--- src/rtl/jt49_env_gen_if.sv ---
// Envelope generator control/status bundle: register-file side drives the
// rate enable, period, shape and restart; the envelope side returns level and busy.
interface jt49_env_gen_if #(
  parameter int PW = 16
);
  logic          cen256;
  logic [PW-1:0] period;
  logic [3:0]    shape;
  logic          restart;
  logic [4:0]    env;
  logic          busy;

  modport master (
    output cen256, period, shape, restart,
    input  env, busy
  );

  modport slave (
    input  cen256, period, shape, restart,
    output env, busy
  );
endinterface

--- src/rtl/jt49_env_gen.sv ---
// AY-3-8910 style envelope generator: period counter, 32-step ramp and the
// CONT/ATT/ALT/HOLD end-of-cycle behaviour, with registered level and busy.
module jt49_env_gen #(
  parameter int PW = 16
) (
  input  logic             clk,
  input  logic             rst_n,
  jt49_env_gen_if.slave    bus
);

  logic [PW-1:0] cnt_r, cnt_s;
  logic [4:0]    step_r, step_s;
  logic          inv_r, inv_s;
  logic          held_r, held_s;
  logic [4:0]    env_r, env_s;
  logic          busy_r;
  logic [PW-1:0] per_s;
  logic          cont_s, att_s, alt_s, hold_s;
  logic          tick_s;

  function automatic logic [4:0] level_f(input logic [4:0] s, input logic iv, input logic att);
    logic [4:0] base;
    base = att ? s : (5'd31 - s);
    return iv ? (5'd31 - base) : base;
  endfunction

  assign cont_s = bus.shape[3];
  assign att_s  = bus.shape[2];
  assign alt_s  = bus.shape[1];
  assign hold_s = bus.shape[0];

  // A zero period behaves like one so the envelope never stalls.
  assign per_s  = (bus.period == {PW{1'b0}}) ? {{(PW-1){1'b0}}, 1'b1} : bus.period;
  assign tick_s = ({1'b0, cnt_r} + {{PW{1'b0}}, 1'b1}) >= {1'b0, per_s};

  // Next-state and next-level computation for one clk cycle.
  always_comb begin
    cnt_s  = cnt_r;
    step_s = step_r;
    inv_s  = inv_r;
    held_s = held_r;
    env_s  = env_r;
    if (bus.restart) begin
      cnt_s  = {PW{1'b0}};
      step_s = 5'd0;
      inv_s  = 1'b0;
      held_s = 1'b0;
      env_s  = level_f(5'd0, 1'b0, att_s);
    end else if (bus.cen256 && !held_r) begin
      if (tick_s) begin
        cnt_s = {PW{1'b0}};
        if (step_r == 5'd31) begin
          if (!cont_s) begin
            held_s = 1'b1;
            env_s  = 5'd0;
          end else if (hold_s) begin
            // Freeze on the cycle's end level, flipped when ALT is set.
            held_s = 1'b1;
            inv_s  = inv_r ^ alt_s;
            env_s  = level_f(step_r, inv_r ^ alt_s, att_s);
          end else begin
            step_s = 5'd0;
            inv_s  = inv_r ^ alt_s;
            env_s  = level_f(5'd0, inv_r ^ alt_s, att_s);
          end
        end else begin
          step_s = step_r + 5'd1;
          env_s  = level_f(step_r + 5'd1, inv_r, att_s);
        end
      end else begin
        cnt_s = cnt_r + {{(PW-1){1'b0}}, 1'b1};
        env_s = level_f(step_r, inv_r, att_s);
      end
    end else if (!held_r) begin
      env_s = level_f(step_r, inv_r, att_s);
    end else begin
      env_s = env_r;
    end
  end

  // State and output registers with synchronous active-low reset.
  always_ff @(posedge clk) begin
    if (!rst_n) begin
      cnt_r  <= {PW{1'b0}};
      step_r <= 5'd0;
      inv_r  <= 1'b0;
      held_r <= 1'b1;
      env_r  <= 5'd0;
      busy_r <= 1'b0;
    end else begin
      cnt_r  <= cnt_s;
      step_r <= step_s;
      inv_r  <= inv_s;
      held_r <= held_s;
      env_r  <= env_s;
      busy_r <= !held_s;
    end
  end

  assign bus.env  = env_r;
  assign bus.busy = busy_r;

endmodule

--- src/flat_wrapper.sv ---
// flat-port wrapper written by rule: the top's interface ports become plain ports
module jt49_env_gen_flat 
#(
  parameter int PW = 16
)
  (clk, rst_n, bus_cen256, bus_period, bus_shape, bus_restart, bus_env, bus_busy);
  jt49_env_gen_if #(.PW(PW)) bus_i ();
  input  logic clk;
  input  logic rst_n;
  input wire logic [$bits(bus_i.cen256)-1:0] bus_cen256;
  input wire logic [$bits(bus_i.period)-1:0] bus_period;
  input wire logic [$bits(bus_i.shape)-1:0] bus_shape;
  input wire logic [$bits(bus_i.restart)-1:0] bus_restart;
  output wire logic [$bits(bus_i.env)-1:0] bus_env;
  output wire logic [$bits(bus_i.busy)-1:0] bus_busy;
  assign bus_i.cen256 = bus_cen256;
  assign bus_i.period = bus_period;
  assign bus_i.shape = bus_shape;
  assign bus_i.restart = bus_restart;
  assign bus_env = bus_i.env;
  assign bus_busy = bus_i.busy;
  jt49_env_gen #(.PW(PW)) u_core (.clk(clk), .rst_n(rst_n), .bus(bus_i));
endmodule
--- config.mk ---
export PLATFORM = sky130hd
export DESIGN_NAME = jt49_env_gen_flat
export DESIGN_NICKNAME = d
export VERILOG_FILES = /design/src/rtl/jt49_env_gen_if.sv /design/src/rtl/jt49_env_gen.sv /design/src/flat_wrapper.sv
export SDC_FILE = /design/constraint.sdc
export NUM_CORES = 1
export LEC_CHECK = 0
export ABC_AREA = 1
export ABC_CLOCK_PERIOD_IN_PS = 4500
export CORE_UTILIZATION = 34
export DETAILED_ROUTE_END_ITERATION = 12
export MAX_ROUTING_LAYER = met4
export PLACE_DENSITY = 0.51
export SYNTH_ARGS = -nofsm -noshare
export SYNTH_HDL_FRONTEND = slang
export SYNTH_SLANG_ARGS = --single-unit
export TNS_END_PERCENT = 30
--- constraint.sdc ---
create_clock -name clk -period 4.5 [get_ports clk]
set_input_delay 0.9 -clock clk [delete_from_list [all_inputs] [get_ports clk]]
set_output_delay 0.9 -clock clk [all_outputs]
set_load 0.01 [all_outputs]
==> metrics.yaml <==
status: "finished clean"
ant_nets: 0
vdd_drop_max_mv: 0.08271
postSynthCellCount: 393
power_density_nw_per_um2: 196.5
fin_util: 0.4250
synth_nets: 436
ys_types: 31
hold_end: "u_core.cnt_r[3]"
critPathSlowestCell: "dfxtp_1"
cts_tree: "yes"
hold_depth: 2
reg2reg_depth: 17
ys_ff_latch: 29
timing.fmax_ghz: 0.3048
grt_start_max_net_pins: 19
die_x_um: 87.17
worst_pin_slew_ps: 653.7
p_leak_nw: 1.442
nNetsFinal: 469
maxSlewHeadroom: 0.5615
critPathMaxStageDelay_ps: 460
dp.cells: 515
path_buf_inv: 0
cts_resized: 0
start_util: 0.3571
cts-buffers-inserted: 5
worstHoldStart: "u_core.cnt_r[3]"
rr_endpoint: "u_core.cnt_r[12]"
crit_path_end_kind: "register"
finalHoldViolations: 0
critPathMaxFanout: 13
fin_crit_ps: 3281
power_mw: 0.5767
grt_pass1_vias: 2292
cts.path.max_buffers: 2
slew_violations: 0
cts_hold_buf: 0
synth-edff-count: 0
syn-cell-area_um2: 2466
wire_per_inst_um: 11.01
syn-mean-instance-area_um2: 6.275
fp.coreArea_um2: 6907
viasPerCell: 4.577
drt-initial-drc-count: 60
finalSetupViolations: 0
cts-root-buf: "clkbuf_8"
htreeDepth: 2
cts_setup_buffers: 0
drv_cap: 0
fp.dieH_um: 87.17
crit_type: "register to register"
ys_async_sr_fraction: 0
period_share: 0.7290
path_cells: "ha_1, nand2_1, nor2_2, nand4_1, nor2_1, nand2_1, xnor2_1, ha_1, nand2_1, nand2_1, a21oi_1, o21ai_1, nor2_1, nand2_4, nor2_8, nand2_1, a21oi_1"
num_rows: 30
clkTransAtPathRegs_ps: 60
fin_setup_tns_ps: 0
worstPathArrival_ps: 3470
grt_first_pass_wirelength_mm: 10.03
insertedDiodeCount: 0
grt.total_usage: 0.1749
layout.cells.non_filler: 522
critPathRequiredTime_ps: 4690
drt_wl_total_mm: 5.745
crit_top_cell: "nand2_1"
clock_sinks: 29
start_kind: "register"
skew_ps: 6.166
drc: 0
dr_total_vias: 2389
first_pass_iters: 4
grt_overflow_total: 0
antenna_found_initial: 0
yosys_warnings: 0
synth_top_flop_cell: "dfxtp_1"
rrSetupSlack_ps: 1220
pin_count: 30
layout-drive-gt1-share: 0.08216
worstSkewPairLatency_ps: 280
area_growth_syn_to_layout_pct: 19.03
port_buffers: 29
reg2reg_from: "u_core.cnt_r[0]"
hpwl_mm: 4.583
hold_class: "register to register"
place_congestion: 0.8229
die_area_um2: 7598
rsz0062_at_grt: "false"
crit_family: "simple AND/OR/NAND/NOR gates"
seq_area_frac_synth: 0.2354
[kinds of logic after synthesis]
group / after synthesis / share of synthesized area
AND/OR/NAND/NOR: 218 / 0.3993
buffers and inverters: 73 / 0.1177
AO/OA/AOI/OAI: 37 / 0.09081
flip-flops: 29 / 0.2354
adder cells (fa/ha/maj): 19 / 0.09640
XOR/XNOR: 17 / 0.06037
[flip-flops by register name, indices dropped and copies added (netlist names)]
| signal | count |
|---|---|
| u_core.step_r | 5 |
| u_core.inv_r | 1 |
| u_core.held_r | 1 |
| u_core.cnt_r | 16 |
| u_core.bus.busy | 1 |
| u_core.bus.env | 5 |
[final cells by class]
type                            instances  area (um2)
Fill cell                             805        3971
Multi-Input combinational cell        291        1595
Sequential cell                        29       580.6
Timing Repair Buffer                   29       290.3
Inverter                               70       262.8
Tap cell                               96       120.1
Clock buffer                            7       86.33
[worst reg2reg max path: cells and delay by family (launching register included)]
kind / cells / cell delay [ps]
AND/OR/NAND/NOR: 11 / 1540
adder cells (fa/ha/maj): 2 / 530
flip-flops: 1 / 460
AO/OA/AOI/OAI: 3 / 370
XOR/XNOR: 1 / 280
[cell usage in the layout, fill, tap and decap left out, drive strengths merged]
master	count
a41o	2
clkbuf	7
nor2	33
nand2	131
ha	19
nor4	3
clkinv	2
o21bai	1
a21o	1
a21oi	29
nor3	8
o21ai	4
nand3	38
clkdlybuf4s50	29
or2	1
nand4	3
xnor2	6
dfxtp	29
inv	68
nand3b	1
xor2	11
[routing by layer]
layer,track usage,share of wire
met1,0.2037,0.47
met3,0.03507,0.028
met5,-,0
met4,0.06855,0.021
met2,0.2956,0.48
[where the power goes]
part	internal (mW)	leakage (nW)	switching, mW	total (mW)
clock network	0.121	0.0443	0.0944	0.215
registers	0.262	0.235	0.00344	0.265
logic	0.0437	1.16	0.0522	0.0959
total	0.427	1.44	0.150	0.577
[worst max-delay path by stage]
| stage | start | endpoint | slack (ps) | cells past startpoint |
|---|---|---|---|---|
| 3_5_place_dp | bus_period[8] | u_core.cnt_r[12] | 1130 | 15 |
| 5_1_grt | u_core.cnt_r[0] | u_core.cnt_r[12] | 830 | 19 |
| 2_1_floorplan | u_core.cnt_r[0] | u_core.step_r[4] | 1820 | 17 |
| 6_report | u_core.cnt_r[0] | u_core.cnt_r[12] | 1220 | 17 |
| 4_1_cts | u_core.cnt_r[0] | u_core.cnt_r[12] | 1170 | 17 |
| 3_3_place_gp | bus_period[9] | u_core.cnt_r[14] | 1170 | 15 |
[per-stage QoR]
step / cell area [um2] / setup slack [ps] / hold WS [ps]
5_1_grt: 2935 / 828.5 / 494.9
6_report: 2935 / 1219 / 480.6
2_1_floorplan: 2466 / 1819 / 445.3
3_5_place_dp: 2849 / 1128 / 482.7
3_3_place_gp: 2849 / 1172 / 455.0
4_1_cts: 2935 / 1170 / 492.0
[synthesized netlist by cell type, types with 3 or more instances]
master,instances,area [um2]
nor2_1,29,108.9
a21oi_1,23,115.1
o21ai_0,3,15.01
xnor2_1,6,52.55
ha_1,19,237.7
inv_1,67,251.5
nand2_2,13,81.33
nand4_1,3,18.77
dfxtp_1,29,580.6
nand3_1,38,190.2
a21oi_2,6,52.55
xor2_1,11,96.34
nor3_1,8,40.04
nand2_1,116,435.4
Power figures use the tool's default switching activity.
